<file path="config.mk">
export PLATFORM = sky130hd
export DESIGN_NAME = accel_share_arbiter_flat
export DESIGN_NICKNAME = d
export VERILOG_FILES = /design/src/rtl/accel_share_arbiter_if.sv /design/src/rtl/accel_share_arbiter.sv /design/src/flat_wrapper.sv
export SDC_FILE = /design/constraint.sdc
export NUM_CORES = 1
export LEC_CHECK = 0
export BUFFER_PORTS_ARGS = -buffer_cell sky130_fd_sc_hd__buf_2
export CORE_MARGIN = 2
export CORE_UTILIZATION = 35
export CTS_BUF_LIST = sky130_fd_sc_hd__clkbuf_4
export DETAILED_ROUTE_END_ITERATION = 10
export HOLD_SLACK_MARGIN = 0.06
export REMOVE_ABC_BUFFERS = 1
export SYNTH_ARGS = -nofsm -noshare
export SYNTH_HDL_FRONTEND = slang
export SYNTH_SLANG_ARGS = --single-unit
</file>
<file path="constraint.sdc">
create_clock -name clk_i -period 2.9 [get_ports clk_i]
set_clock_uncertainty 0.15 [all_clocks]
set_input_delay 0.145 -clock clk_i [delete_from_list [all_inputs] [get_ports clk_i]]
set_output_delay 0.145 -clock clk_i [all_outputs]
set_load 0.02 [all_outputs]
</file>
<file path="src/rtl/accel_share_arbiter_if.sv">
// Requester-side and accelerator-side signals of the shared-accelerator arbiter.
// The arbiter uses the slave modport; the requester/accelerator side uses master.
interface accel_share_arbiter_if #(
    parameter int unsigned NUM_REQ = 4
) ();
    logic [NUM_REQ-1:0] req_i;
    logic [NUM_REQ-1:0] start_i;
    logic [NUM_REQ-1:0] req_mask_i;
    logic               debug_mode_i;
    logic               accel_done_i;
    logic [NUM_REQ-1:0] gnt_o;
    logic [2:0]         owner_o;
    logic               accel_start_o;
    logic               accel_abort_o;
    logic               busy_o;
    logic               timeout_o;

    modport master (
        output req_i, start_i, req_mask_i, debug_mode_i, accel_done_i,
        input  gnt_o, owner_o, accel_start_o, accel_abort_o, busy_o, timeout_o
    );

    modport slave (
        input  req_i, start_i, req_mask_i, debug_mode_i, accel_done_i,
        output gnt_o, owner_o, accel_start_o, accel_abort_o, busy_o, timeout_o
    );
endinterface

</file>
<file path="src/rtl/accel_share_arbiter.sv">
// Round-robin owner arbitration for one shared crypto accelerator, with start/done
// sequencing, a busy-phase watchdog, access mask and debug freeze of new grants.
module accel_share_arbiter #(
    parameter int unsigned NUM_REQ     = 4,
    parameter int unsigned TIMEOUT_CYC = 1024,
    parameter int unsigned CNT_W       = 11
) (
    input  logic                  clk_i,
    input  logic                  rst_ni,
    accel_share_arbiter_if.slave  bus
);
    localparam int unsigned IdxW = (NUM_REQ > 1) ? $clog2(NUM_REQ) : 1;
    localparam logic [CNT_W-1:0] CntLast = CNT_W'(TIMEOUT_CYC - 1);

    typedef enum logic [1:0] {StIdle, StGrant, StBusy} state_e;

    state_e             state_q, state_d;
    logic [IdxW-1:0]    owner_q, owner_d;
    logic [IdxW-1:0]    last_q, last_d;
    logic [NUM_REQ-1:0] gnt_q, gnt_d;
    logic [CNT_W-1:0]   cnt_q, cnt_d;
    logic               busy_q, busy_d;

    logic [NUM_REQ-1:0] elig;
    logic               owner_ok;
    logic               owner_start;
    logic               cnt_hit;
    logic               pick_vld;
    logic [IdxW-1:0]    pick_idx;

    assign elig        = bus.req_i & bus.req_mask_i;
    assign owner_ok    = bus.req_i[owner_q] & bus.req_mask_i[owner_q];
    assign owner_start = owner_ok & bus.start_i[owner_q];
    assign cnt_hit     = (cnt_q == CntLast);

    // First eligible requester after last_q, wrapping.
    always_comb begin
        int unsigned cand;
        logic [IdxW-1:0] cidx;
        cand     = 0;
        cidx     = '0;
        pick_vld = 1'b0;
        pick_idx = last_q;
        for (int unsigned i = 1; i <= NUM_REQ; i++) begin
            cand = (int'(last_q) + i) % NUM_REQ;
            cidx = IdxW'(cand);
            if (!pick_vld && elig[cidx]) begin
                pick_vld = 1'b1;
                pick_idx = cidx;
            end
        end
    end

    always_comb begin
        state_d = state_q;
        owner_d = owner_q;
        last_d  = last_q;
        gnt_d   = gnt_q;
        cnt_d   = cnt_q;
        busy_d  = busy_q;
        unique case (state_q)
            StIdle: begin
                if (pick_vld && !bus.debug_mode_i) begin
                    state_d         = StGrant;
                    owner_d         = pick_idx;
                    last_d          = pick_idx;
                    gnt_d           = '0;
                    gnt_d[pick_idx] = 1'b1;
                end
            end
            StGrant: begin
                if (!owner_ok) begin
                    state_d = StIdle;
                    gnt_d   = '0;
                end else if (owner_start) begin
                    state_d = StBusy;
                    busy_d  = 1'b1;
                    cnt_d   = '0;
                end
            end
            StBusy: begin
                cnt_d = cnt_q + CNT_W'(1);
                // Done takes precedence over a coincident watchdog expiry.
                if (bus.accel_done_i) begin
                    state_d = StGrant;
                    busy_d  = 1'b0;
                end else if (cnt_hit) begin
                    state_d = StIdle;
                    busy_d  = 1'b0;
                    gnt_d   = '0;
                end
            end
            default: begin
                state_d = StIdle;
                busy_d  = 1'b0;
                gnt_d   = '0;
            end
        endcase
    end

    always_ff @(posedge clk_i or negedge rst_ni) begin
        if (!rst_ni) begin
            state_q <= StIdle;
            owner_q <= '0;
            last_q  <= IdxW'(NUM_REQ - 1);
            gnt_q   <= '0;
            cnt_q   <= '0;
            busy_q  <= 1'b0;
        end else begin
            state_q <= state_d;
            owner_q <= owner_d;
            last_q  <= last_d;
            gnt_q   <= gnt_d;
            cnt_q   <= cnt_d;
            busy_q  <= busy_d;
        end
    end

    assign bus.gnt_o         = gnt_q;
    assign bus.owner_o       = 3'(owner_q);
    assign bus.busy_o        = busy_q;
    assign bus.accel_start_o = (state_q == StGrant) & owner_start;
    assign bus.accel_abort_o = (state_q == StBusy) & cnt_hit & ~bus.accel_done_i;
    assign bus.timeout_o     = bus.accel_abort_o;
endmodule
</file>
<file path="src/flat_wrapper.sv">
// flat-port wrapper written by rule: the top's interface ports become plain ports
module accel_share_arbiter_flat 
#(
    parameter int unsigned NUM_REQ     = 4,
    parameter int unsigned TIMEOUT_CYC = 1024,
    parameter int unsigned CNT_W       = 11
)
  (clk_i, rst_ni, bus_req_i, bus_start_i, bus_req_mask_i, bus_debug_mode_i, bus_accel_done_i, bus_gnt_o, bus_owner_o, bus_accel_start_o, bus_accel_abort_o, bus_busy_o, bus_timeout_o);
  accel_share_arbiter_if #(.NUM_REQ(NUM_REQ)) bus_i ();
  input  logic clk_i;
  input  logic rst_ni;
  input wire logic [$bits(bus_i.req_i)-1:0] bus_req_i;
  input wire logic [$bits(bus_i.start_i)-1:0] bus_start_i;
  input wire logic [$bits(bus_i.req_mask_i)-1:0] bus_req_mask_i;
  input wire logic [$bits(bus_i.debug_mode_i)-1:0] bus_debug_mode_i;
  input wire logic [$bits(bus_i.accel_done_i)-1:0] bus_accel_done_i;
  output wire logic [$bits(bus_i.gnt_o)-1:0] bus_gnt_o;
  output wire logic [$bits(bus_i.owner_o)-1:0] bus_owner_o;
  output wire logic [$bits(bus_i.accel_start_o)-1:0] bus_accel_start_o;
  output wire logic [$bits(bus_i.accel_abort_o)-1:0] bus_accel_abort_o;
  output wire logic [$bits(bus_i.busy_o)-1:0] bus_busy_o;
  output wire logic [$bits(bus_i.timeout_o)-1:0] bus_timeout_o;
  assign bus_i.req_i = bus_req_i;
  assign bus_i.start_i = bus_start_i;
  assign bus_i.req_mask_i = bus_req_mask_i;
  assign bus_i.debug_mode_i = bus_debug_mode_i;
  assign bus_i.accel_done_i = bus_accel_done_i;
  assign bus_gnt_o = bus_i.gnt_o;
  assign bus_owner_o = bus_i.owner_o;
  assign bus_accel_start_o = bus_i.accel_start_o;
  assign bus_accel_abort_o = bus_i.accel_abort_o;
  assign bus_busy_o = bus_i.busy_o;
  assign bus_timeout_o = bus_i.timeout_o;
  accel_share_arbiter #(.NUM_REQ(NUM_REQ), .TIMEOUT_CYC(TIMEOUT_CYC), .CNT_W(CNT_W)) u_core (.clk_i(clk_i), .rst_ni(rst_ni), .bus(bus_i));
endmodule
</file>
* After elaboration in Yosys (flattened, before gate mapping)
Index checks and enable logic that the tools add are counted.
Cells by class: bitwise operators 8, multiplexer cells 43, equality and inequality tests 11, reduce and logical (&&, ||, !) cells 16, magnitude comparators 7, add/subtract/negate cells 5
Operators by type and width (number):
- 2-to-1 mux 11 bit | 2
- case mux 11 bit (2 select lines) | 1
- < comparator 2 x 3 -> 1 bit (second input constant) | 6
- 2-to-1 mux 2 bit | 9
- 2-to-1 mux 1 bit | 16
- 2-to-1 mux 4 bit | 4
- binary-select mux 1 bit (select 2 bit) | 7
- case mux 4 bit (3 select lines) | 1
- adder 11 x 1 -> 11 bit (second input constant) | 1
- equality test 11 x 10 -> 1 bit (second input constant) | 1
- inequality test 2 x 1 -> 1 bit (second input constant) | 4
- AND reduction 4 bit | 2
- case mux 2 bit (3 select lines) | 1
- AND reduction 3 bit | 2
- bitwise AND 1 bit | 5
- logical AND 1 bit | 5
- adder 2 x 1 -> 2 bit (second input constant) | 2
- adder 2 bit (second input constant) | 2
- bitwise AND 4 bit | 1
- logical NOT 1 bit | 4
- inequality test 2 bit (second input constant) | 2
- inequality test 3 x 2 -> 1 bit (second input constant) | 1
- inequality test 3 bit (second input constant) | 1
- case mux 1 bit (3 select lines) | 1
- other kinds (8) | 9
Word-level totals: input bits 16, word-level logic and storage cells 96, flip-flop bits (word level) 22, output and inout bits 11

* Depth between registers and ports, before layout
Gate-level depths: netlist of run 1.
word-level depth 19, depth in mapped cells 6, depth with buffers taken out 6

* Worst setup path before layout of run 1
OpenSTA, ideal clock, no wires.
path kind register to register, start reg u_core.owner_q[0], end reg u_core.state_q[1], path slack 0.680 ns, clock period less this slack 2.220 ns, data required time 2.667 ns, stages on the path, launching flop included 5, library setup time 0.083 ns, arrival time 1.987 ns, buffers on the path 0, cell sequence dfrtp_1 -> mux4_1 -> nor3_1 -> o211ai_1 -> o22ai_1
On the way: word-level cells in the longest chain between the ends 6, elaborated cells between the ends (all ways) 12, classes of those cells eq/ne (1); mux (8); bitwise (2); reduce/logical (1)
Ends and longest elaborated chain:
- from (decl) | line accel_share_arbiter.sv:18 | logic [IdxW-1:0] owner_q, owner_d;
- from (signal assigned) | line accel_share_arbiter.sv:111 | owner_q <= owner_d;
- binary-select mux 1 bit (select 2 bit) | line accel_share_arbiter.sv:32 | assign owner_ok = bus.req_i[owner_q] & bus.req_mask_i[owner_q];
- 2-to-1 mux 1 bit (implied by the code) | line accel_share_arbiter.sv:32
- bitwise AND 1 bit | line accel_share_arbiter.sv:32
- bitwise AND 1 bit | line accel_share_arbiter.sv:33 | assign owner_start = owner_ok & bus.start_i[owner_q];
- inequality test 3 bit (no source line)
- AND reduction 3 bit (no source line)
- to (signal assigned) | line accel_share_arbiter.sv:103 | state_q <= StIdle;
- to (signal assigned) | line accel_share_arbiter.sv:110 | state_q <= state_d;
- to (decl) | line accel_share_arbiter.sv:17 | state_e state_q, state_d;
Several ways; a longest one is shown, not always the timed one. The select of a mux whose other input is x is not followed. A chain may end at the register's enable or synchronous reset.

* Worst setup path in the final report of run 1
start reg u_core.cnt_q[0], end out bus_timeout_o
On the way: word-level cells in the longest chain between the ends 3
Ends and longest elaborated chain:
- from (decl) | line accel_share_arbiter.sv:21 | logic [CNT_W-1:0] cnt_q, cnt_d;
- from (signal assigned) | line accel_share_arbiter.sv:114 | cnt_q <= cnt_d;
- equality test 11 x 10 -> 1 bit | line accel_share_arbiter.sv:34 | assign cnt_hit = (cnt_q == CntLast);
- bitwise AND 1 bit (2 in a row) | line accel_share_arbiter.sv:123 | assign bus.accel_abort_o = (state_q == StBusy) & cnt_hit & ~bus.accel_done_i;
- to (decl) | line flat_wrapper.sv:22 | output wire logic [$bits(bus_i.timeout_o)-1:0] bus_timeout_o;
Every way passes these cells.

==> run_results.csv, run 1 <==
group,metric,value,unit
synth,synthMuxAreaShare,6.42,%
synth,synth.distinct_cells,46,
critical_path,crit_slowest_cell,"or3_1",
critical_path,cpPeakStageDelay,0.43,ns
synth,synth-xor-area-share,0,%
critical_path,start_kind,"flip-flop",
synth,synthSimpleGateAreaFrac,25.0,%
final_layout,multi_input_area,826,sq um
sta,slew_headroom,62.5,%
critical_path,r2r_start,"u_core.owner_q[0]$_DFFE_PN0P_",
synth,ys_seq_area_share,37.8,%
critical_path,critical_path.cell_chain,"ha_1, nand4_1, or3_1, nor3_1, buf_2",
critical_path,r2r_setup_slack,0.60,ns
global_route,grt_max_degree,23,
sta,period_share,80.7,%
global_route,grtUsageTotal,16.0,%
floorplan,placementRows,23,
synth,async_reset_ff_share,100,%
final_layout,antenna_cells,0,
global_route,antenna_found_initial,0,
floorplan,chipWidth,68.6,um
final_layout,fillers,410,
final_layout,drive_gt1_share,26.0,%
min_path,min_path_cells,4,
final_layout,final_common_cell,"buf_2",
cts,root_buffer,"clkbuf_4",
sta,rsz0062_at_grt,"no",
synth,synth-seq-cells,22,
synth,synth_cells,156,
floorplan,io_pins,27,
floorplan,die-area,4710,sq um
final_layout,final_cell_mix,"25 x buf_2, 20 x nand2_1, 20 x dfrtp_1, 15 x nor2_1",
drt,drc,0,
min_path,hold_start,"bus_accel_done_i",
critical_path,required,2.61,ns
final_layout,nNetsFinal,203,
place,dp_slack,0.651,ns
cts,path_clk_slew,0.12,ns
critical_path,crit_type,"flip-flop to primary output",
min_path,hold_end,"u_core.state_q[0]$_DFFE_PN0P_",
power_and_ir_drop,peakVddDrop,0.344,mV
min_path,hold_path_class,"input pin to flip-flop",
cts,insertion_delay,0.30,ns
job,maxCapViolCount,0,
sta,holdWs,0.0887,ns
sta,fmax,0.427,GHz
cts,cts.sinks,22,
drt,drt_iter0_drc,54,
place,io_buffers,25,
final_layout,regArea,553,sq um
floorplan,core,4000,sq um
place,routabilityCongestion,0.932,
sta,setup_viol,0,
cts,cts_max_level,1,
floorplan,die_height,68.6,um
synth,yosys_warnings,0,
sta,finalHoldViolCount,0,
synth,syn_area_per_cell,9.38,sq um
critical_path,worstPathArrival,2.05,ns
critical_path,worst-r2r-cell-count,4,
drt,antenna_left,0,
global_route,grt_pass1_wl,5750,um
floorplan,start_util,36.6,%
power_and_ir_drop,p_leak,0.762,nW
synth,synth_compound_area_share,20.5,%
sta,worst_slack,0.560,ns
critical_path,end_kind,"primary output",
critical_path,worstPathMaxFanout,4,
synth,yosys.area_share.adder,4.28,%
global_route,grt_pass1_vias,1273,
sta,tns,0,ns
drt,num_vias,1269,
sta,drv_slew,0,
synth,netlist_area,1460,sq um
drt,firstDrtPassIters,4,
cts,cts_buffers,3,
synth,synth_top_family_by_area,"simple AND/OR/NAND/NOR gates",
power_and_ir_drop,cellPowerDensity,786,nW/um^2
cts,cts_buffer_depth,2,
sta,worst_pin_slew,0.563,ns
cts,post_cts_buffers,0,
final_layout,syn2layout_area_growth,12.5,%
drt,wire_per_inst,14.2,um
drt,viasPerCell,5.49,
place,post-dp-hpwl,2520,um
synth,synth_enable_flop_cells,0,
cts,tritoncts,"done",
global_route,overflow,0,
drt,drt_wl_total,3280,um
status,outcome,"completed",
critical_path,crit-reg2reg-capture,"u_core.cnt_q[0]$_DFFE_PN0P_",
synth,synthFlopType,"dfrtp_1",
sta,period_needed,2.34,ns
cells in the mapped netlist, types with 2 or more instances:
cell	n	area share, %
dfrtp_1	20	34
nand2_1	20	5.1
nor2_1	15	3.8
a22o_1	11	6.6
nand3_1	11	3.8
inv_1	8	2.1
a21oi_1	7	2.4
ha_1	5	4.3
a32o_1	3	2.1
and2_1	3	1.3
nor3_1	3	1.0
or3_1	3	1.3
a21o_1	2	1.0
a22oi_1	2	1.0
a31oi_1	2	0.86
buf_4	2	1.0
buf_6	2	1.5
dfstp_2	2	3.6
mux2_2	2	1.5
mux4_2	2	3.1
nand2_2	2	0.86
nand2b_1	2	0.86
nand4_1	2	0.86
o22ai_1	2	0.86
or2_2	2	0.86
registers in the layout, indices dropped and copies added, names as in the netlist:
name and count:
u_core.last_q 2, u_core.owner_q 2, u_core.cnt_q 11, u_core.bus.busy_o 1
u_core.state_q 2, u_core.bus.gnt_o 4
report_power, final:
| group | internal, mW | switching (mW) | total [mW] |
|---|---|---|---|
| logic | 0.270 | 0.425 | 0.695 |
| clock network | 0.0502 | 0.0907 | 0.141 |
| registers | 0.386 | 0.0704 | 0.456 |
worst max-delay path: cells and delay by family (launching register included):
kind | cells | cell delay, ns
adder cells (fa/ha/maj) | 1 | 0.22
buffers and inverters | 1 | 0.22
flip-flops | 1 | 0.40
AND/OR/NAND/NOR | 3 | 0.91
routing by layer:
metal  up-vias  share of wire, %  global-route usage [%]
li1        621                 -                       -
met1       616                46                    20.7
met2        30                49                    26.9
met3         2               4.4                    3.41
met4         0              0.70                    4.50
met5         -                 0                       0
kinds of logic (layout without fill, tap and decap cells):
family | count (synthesis) | after routing
other | 1 | 1
adders and majority gates | 5 | 5
DFF | 22 | 22
and+or+nand+nor | 71 | 71
AOI/OAI and AO/OA | 37 | 37
buffers and inverters | 15 | 40
muxes | 5 | 5
worst max-delay path by stage:
stage	cells past startpoint	end	from
after floorplan	4	bus_accel_abort_o	u_core.cnt_q[0]$_DFFE_PN0P_
after global placement	4	u_core.cnt_q[0]$_DFFE_PN0P_	u_core.owner_q[0]$_DFFE_PN0P_
after detailed placement	4	u_core.cnt_q[0]$_DFFE_PN0P_	u_core.owner_q[0]$_DFFE_PN0P_
after CTS	5	bus_timeout_o	u_core.cnt_q[0]$_DFFE_PN0P_
after global routing	5	bus_timeout_o	u_core.cnt_q[0]$_DFFE_PN0P_
final	5	bus_timeout_o	u_core.cnt_q[0]$_DFFE_PN0P_
layout make-up:
class                      instances  share of cell area, %
clock buffer                       3                   1.37
clock inverter                     1                  0.228
inverter                           9                   2.13
multi-input combinational        119                   50.2
sequential                        22                   33.6
tap                               50                   3.80
timing repair buffer              27                   8.67
per-stage QoR:
step	power, mW	cells	utilization (%)	cell area [sq um]
5_1_grt	1.41	231	41.1	1650
6_report	1.29	231	41.1	1650
3_5_place_dp	1.16	226	40.2	1610
2_1_floorplan	0.966	150	-	1410
4_1_cts	1.30	231	41.1	1650
3_3_place_gp	1.13	226	40.2	1610
timing repair:
action / in CTS / in global routing
endpoints found under the hold margin: 22 / 0
resized for setup: 0 / 0
hold buffers: 1 / 0
setup endpoints to repair: 0 / 0
Power figures use the tool's default switching activity.
==> run 2: changes to the inputs <==
- clock period: 2.9 -> 2.4 ns (I/O delays scaled with it)
==> run_results.csv, run 2 (synthesized netlist as in run 1, its figures left out) <==
group,metric,value,unit
critical_path,end_kind,"primary output",
drt,num_vias,1243,
cts,tritoncts,"done",
final_layout,syn2layout_area_growth,15.7,%
final_layout,utilization,42.3,%
sta,finalHoldViolCount,0,
place,post-dp-hpwl,2520,um
drt,wire_per_inst,14.1,um
cts,insertion_delay,0.31,ns
min_path,min_path_cells,4,
floorplan,die-area,4710,sq um
sta,worst_pin_slew,0.501,ns
drt,drt_iter0_drc,57,
critical_path,crit_type,"flip-flop to primary output",
sta,worst_slack,0.205,ns
power_and_ir_drop,power,1.71,mW
critical_path,cpPeakStageDelay,0.45,ns
global_route,grtUsageTotal,15.8,%
critical_path,r2r_setup_slack,0.28,ns
floorplan,core,4000,sq um
critical_path,crit-reg2reg-capture,"u_core.cnt_q[0]$_DFFE_PN0P_",
cts,post_cts_buffers,0,
cts,cts_buffer_depth,2,
critical_path,worst-r2r-cell-count,6,
place,routabilityCongestion,0.940,
power_and_ir_drop,p_comb_share,50.8,%
critical_path,crit_path_start,"u_core.cnt_q[0]$_DFFE_PN0P_",
floorplan,die_height,68.6,um
cts,cts_max_level,1,
status,outcome,"completed",
global_route,antenna_found_initial,0,
final_layout,regMostFlops,"u_core.cnt_q",
final_layout,final_common_cell,"buf_2",
job,maxCapViolCount,0,
cts,path_clk_slew,0.13,ns
final_layout,drive_gt1_share,27.9,%
critical_path,crit_slowest_cell,"or3_1",
critical_path,worstPathArrival,1.93,ns
drt,viasPerCell,5.33,
critical_path,required,2.13,ns
sta,period_share,91.5,%
final_layout,nNetsFinal,205,
power_and_ir_drop,p_seq_share,32.6,%
power_and_ir_drop,p_clk_share,16.6,%
floorplan,placementRows,23,
power_and_ir_drop,peakVddDrop,0.438,mV
global_route,overflow,0,
critical_path,start_kind,"flip-flop",
power_and_ir_drop,intPower,0.980,mW
global_route,grt_pass1_vias,1215,
sta,holdWs,0.0751,ns
final_layout,antenna_cells,0,
cts,root_buffer,"clkbuf_4",
critical_path,r2r_start,"u_core.owner_q[0]$_DFFE_PN0P_",
drt,firstDrtPassIters,4,
power_and_ir_drop,p_leak,0.785,nW
sta,setup_viol,0,
drt,antenna_left,0,
sta,slew_headroom,66.6,%
sta,fmax,0.455,GHz
power_and_ir_drop,swShare,42.6,%
drt,drc,0,
cts,cts_buffers,3,
floorplan,start_util,36.6,%
critical_path,worstPathMaxFanout,4,
sta,tns,0,ns
critical_path,crit_end,"bus_accel_abort_o",
drt,drt_wl_total,3280,um
sta,drv_slew,0,
floorplan,chipWidth,68.6,um
critical_path,critical_path.cell_chain,"ha_1, nand4_1, or3_1, nor3_2, buf_2",
cts,cts.sinks,22,
sta,period_needed,2.20,ns
place,io_buffers,25,
min_path,hold_path_class,"input pin to flip-flop",
final_layout,largest_reg_flops,11,
place,dp_slack,0.289,ns
global_route,grt_max_degree,23,
sta,rsz0062_at_grt,"no",
floorplan,io_pins,27,
global_route,grt_pass1_wl,5570,um
power_and_ir_drop,net-switching-power,0.726,mW
final_layout,final_cell_mix,"25 x buf_2, 20 x nand2_1, 20 x dfrtp_1, 15 x nor2_1",
power_and_ir_drop,cellPowerDensity,1010,nW/um^2
## run 2: changes by cell type in the layout (fill, tap and decap cells not counted), sizes merged
cell    previous run  this run
clkinv             2         1
buf               26        28
bufinv             0         1
## run 2: critical path, delay by kind of cell (launching register included)
family                     cells  cell delay [ns]
and+or+nand+nor                3             0.82
DFF                            1             0.40
adders and majority gates      1             0.21
buffers and inverters          1             0.19
## run 2: per-stage QoR
step           cells  instance area (sq um)
2_1_floorplan    150                   1410
3_3_place_gp     228                   1620
6_report         233                   1690
3_5_place_dp     228                   1620
4_1_cts          233                   1690
5_1_grt          233                   1690
## run 2: how the worst min path moves through the flow
stage | from | to | slack [ns]
final | bus_accel_done_i | u_core.state_q[0]$_DFFE_PN0P_ | 0.08
after global routing | bus_accel_done_i | u_core.state_q[0]$_DFFE_PN0P_ | 0.10
after CTS | bus_accel_done_i | u_core.state_q[0]$_DFFE_PN0P_ | 0.07
after detailed placement | rst_ni | u_core.cnt_q[6]$_DFFE_PN0P_ | -0.03
after global placement | rst_ni | u_core.cnt_q[5]$_DFFE_PN0P_ | -0.04
after floorplan | rst_ni | u_core.bus.busy_o$_DFFE_PN0P_ | -0.33
## run 2: routing by layer
metal	up-vias	global-route usage [%]	wire, um
met2	18	27.5	1580
met4	0	3.75	23
li1	623	-	-
met5	-	0	0
met1	600	19.3	1570
met3	2	4.22	108
## run 2: area by class of cell
class / instances / area [sq um]
multi-input cells: 119 / 831
clock buffers: 3 / 22.5
repair buffers: 29 / 158
flip-flops and latches: 22 / 553
fillers: 394 / 2310
inverters: 9 / 35.0
clock inverters: 1 / 30.0
well taps: 50 / 62.6
## run 2: what timing repair did
action | 4_1_cts | 5_1_grt
gates resized for setup | 0 | 1
setup endpoints to repair | 0 | 2
hold buffers | 1 | 0
hold endpoints to repair | 22 | 0
## run 2: power groups by stage
stage          clock network, mW  logic, mW  registers (mW)
2_1_floorplan                  0      0.570           0.598
3_3_place_gp                   0      0.840           0.552
3_5_place_dp                   0      0.865           0.562
4_1_cts                    0.291      0.868           0.556
5_1_grt                    0.317      0.963           0.570
6_report                   0.283      0.867           0.556
==> run 3: changes to the inputs <==
- RECOVER_POWER: unset -> 100
==> run_results.csv, run 3 (synthesized netlist as in run 1, its figures left out) <==
group,metric,value,unit
status,outcome,"completed",
global_route,grtUsageTotal,15.8,%
cts,cts.sinks,22,
critical_path,worstPathMaxFanout,12,
sta,worst_slack,0.161,ns
job,maxCapViolCount,0,
cts,path_clk_slew,0.13,ns
min_path,hold_start,"bus_accel_done_i",
critical_path,worst-r2r-cell-count,5,
place,dp_slack,0.289,ns
critical_path,crit-reg2reg-capture,"u_core.cnt_q[0]$_DFFE_PN0P_",
power_and_ir_drop,cellPowerDensity,992,nW/um^2
floorplan,die_height,68.6,um
drt,num_vias,1249,
min_path,min_path_cells,4,
sta,worst_pin_slew,1.20,ns
critical_path,critical_path.cell_chain,"mux4_1, o21ai_0, clkbuf_2, nand2_1, mux2_2",
drt,drc,0,
floorplan,placementRows,23,
sta,slew_headroom,20.2,%
min_path,hold_end,"u_core.state_q[0]$_DFFE_PN0P_",
sta,period_needed,2.24,ns
cts,cts_buffer_depth,2,
sta,tns,0,ns
final_layout,final_cell_mix,"22 x nand2_1, 20 x dfrtp_1, 15 x nor2_1, 15 x buf_2",
drt,antenna_left,0,
final_layout,layout.cells.non_filler,233,
place,routabilityCongestion,0.940,
place,post-dp-hpwl,2520,um
critical_path,cpPeakStageDelay,0.60,ns
power_and_ir_drop,peakVddDrop,0.422,mV
cts,root_buffer,"clkbuf_4",
final_layout,drive_gt1_share,20.8,%
global_route,grt_pass1_wl,5570,um
sta,rsz0062_at_grt,"no",
cts,post_cts_buffers,0,
sta,setup_viol,0,
floorplan,die-area,4710,sq um
critical_path,r2r_start,"u_core.owner_q[0]$_DFFE_PN0P_",
final_layout,antenna_cells,0,
critical_path,required,2.45,ns
drt,wire_per_inst,14.1,um
min_path,hold_path_class,"input pin to flip-flop",
final_layout,syn2layout_area_growth,13.3,%
global_route,grt_max_degree,23,
floorplan,io_pins,27,
cts,cts_max_level,1,
cts,cts_buffers,3,
sta,finalHoldViolCount,0,
cts,tritoncts,"done",
drt,viasPerCell,5.36,
sta,period_share,93.3,%
final_layout,fillers,408,
drt,drt_wl_total,3280,um
global_route,overflow,0,
critical_path,r2r_setup_slack,0.16,ns
critical_path,crit_slowest_cell,"mux4_1",
global_route,antenna_found_initial,0,
critical_path,worstPathArrival,2.29,ns
final_layout,regMostFlops,"u_core.cnt_q",
floorplan,chipWidth,68.6,um
global_route,grt_pass1_vias,1215,
power_and_ir_drop,p_leak,0.744,nW
critical_path,start_kind,"flip-flop",
place,io_buffers,25,
drt,drt_iter0_drc,57,
sta,holdWs,0.0751,ns
floorplan,core,4000,sq um
final_layout,final_common_cell,"nand2_1",
sta,fmax,0.447,GHz
floorplan,start_util,36.6,%
critical_path,crit_type,"flip-flop to flip-flop",
drt,firstDrtPassIters,4,
sta,drv_slew,0,
place,dp_cells,228,
final_layout,nNetsFinal,205,
critical_path,end_kind,"flip-flop",
final_layout,largest_reg_flops,11,
cts,insertion_delay,0.31,ns
[run 3: cell types whose count changed in the layout (fill, tap and decap cells not counted), sizes merged]
cell / change
buf: -12
clkbuf: +12
[run 3: report_power, final]
part	internal (mW)	switching, mW	total, mW
sequential	0.466	0.0901	0.556
combinational	0.302	0.502	0.805
clock	0.169	0.114	0.283
total	0.937	0.706	1.64
[run 3: layout make-up]
class | instances | area (sq um) | share of cell area [%]
multi-input cells | 119 | 813 | 49.1
flip-flops and latches | 22 | 553 | 33.4
repair buffers | 29 | 140 | 8.46
well taps | 50 | 62.6 | 3.78
inverters | 9 | 35.0 | 2.11
clock inverters | 1 | 30.0 | 1.81
clock buffers | 3 | 22.5 | 1.36
[run 3: worst max path at each step]
| stage | cells past startpoint | endpoint | start |
|---|---|---|---|
| floorplan | 4 | bus_accel_abort_o | u_core.cnt_q[0]$_DFFE_PN0P_ |
| global placement | 6 | u_core.cnt_q[0]$_DFFE_PN0P_ | u_core.owner_q[0]$_DFFE_PN0P_ |
| detailed placement | 6 | u_core.cnt_q[0]$_DFFE_PN0P_ | u_core.owner_q[0]$_DFFE_PN0P_ |
| CTS | 5 | bus_timeout_o | u_core.cnt_q[0]$_DFFE_PN0P_ |
| global route | 5 | bus_timeout_o | u_core.cnt_q[0]$_DFFE_PN0P_ |
| finish | 5 | u_core.cnt_q[0]$_DFFE_PN0P_ | u_core.owner_q[0]$_DFFE_PN0P_ |
[run 3: worst max-delay path, delay by kind of cell (launching register included)]
kind	cells	cell delay, ns
muxes	2	0.89
DFF	1	0.49
buffers and inverters	1	0.29
AOI/OAI and AO/OA	1	0.17
and+or+nand+nor	1	0.15
[run 3: per-layer routing]
metal	routed length, um	global-route usage (%)
met5	0	0
met2	1580	27.5
met1	1560	19.3
met3	109	4.22
met4	23	3.75
[run 3: per-stage QoR]
stage	total power, mW	instance area (sq um)	util (%)
finish	1.64	1660	41.4
global route	1.79	1660	41.4
CTS	1.71	1690	42.2
detailed placement	1.43	1620	40.6
global placement	1.39	1620	40.6
floorplan	1.17	1410	-
[run 3: what timing repair did]
| action | in CTS | in global routing |
|---|---|---|
| hold endpoints to repair | 22 | 0 |
| endpoints found under the setup margin | 0 | 2 |
| resized for setup | 0 | 1 |
| hold buffers | 1 | 0 |
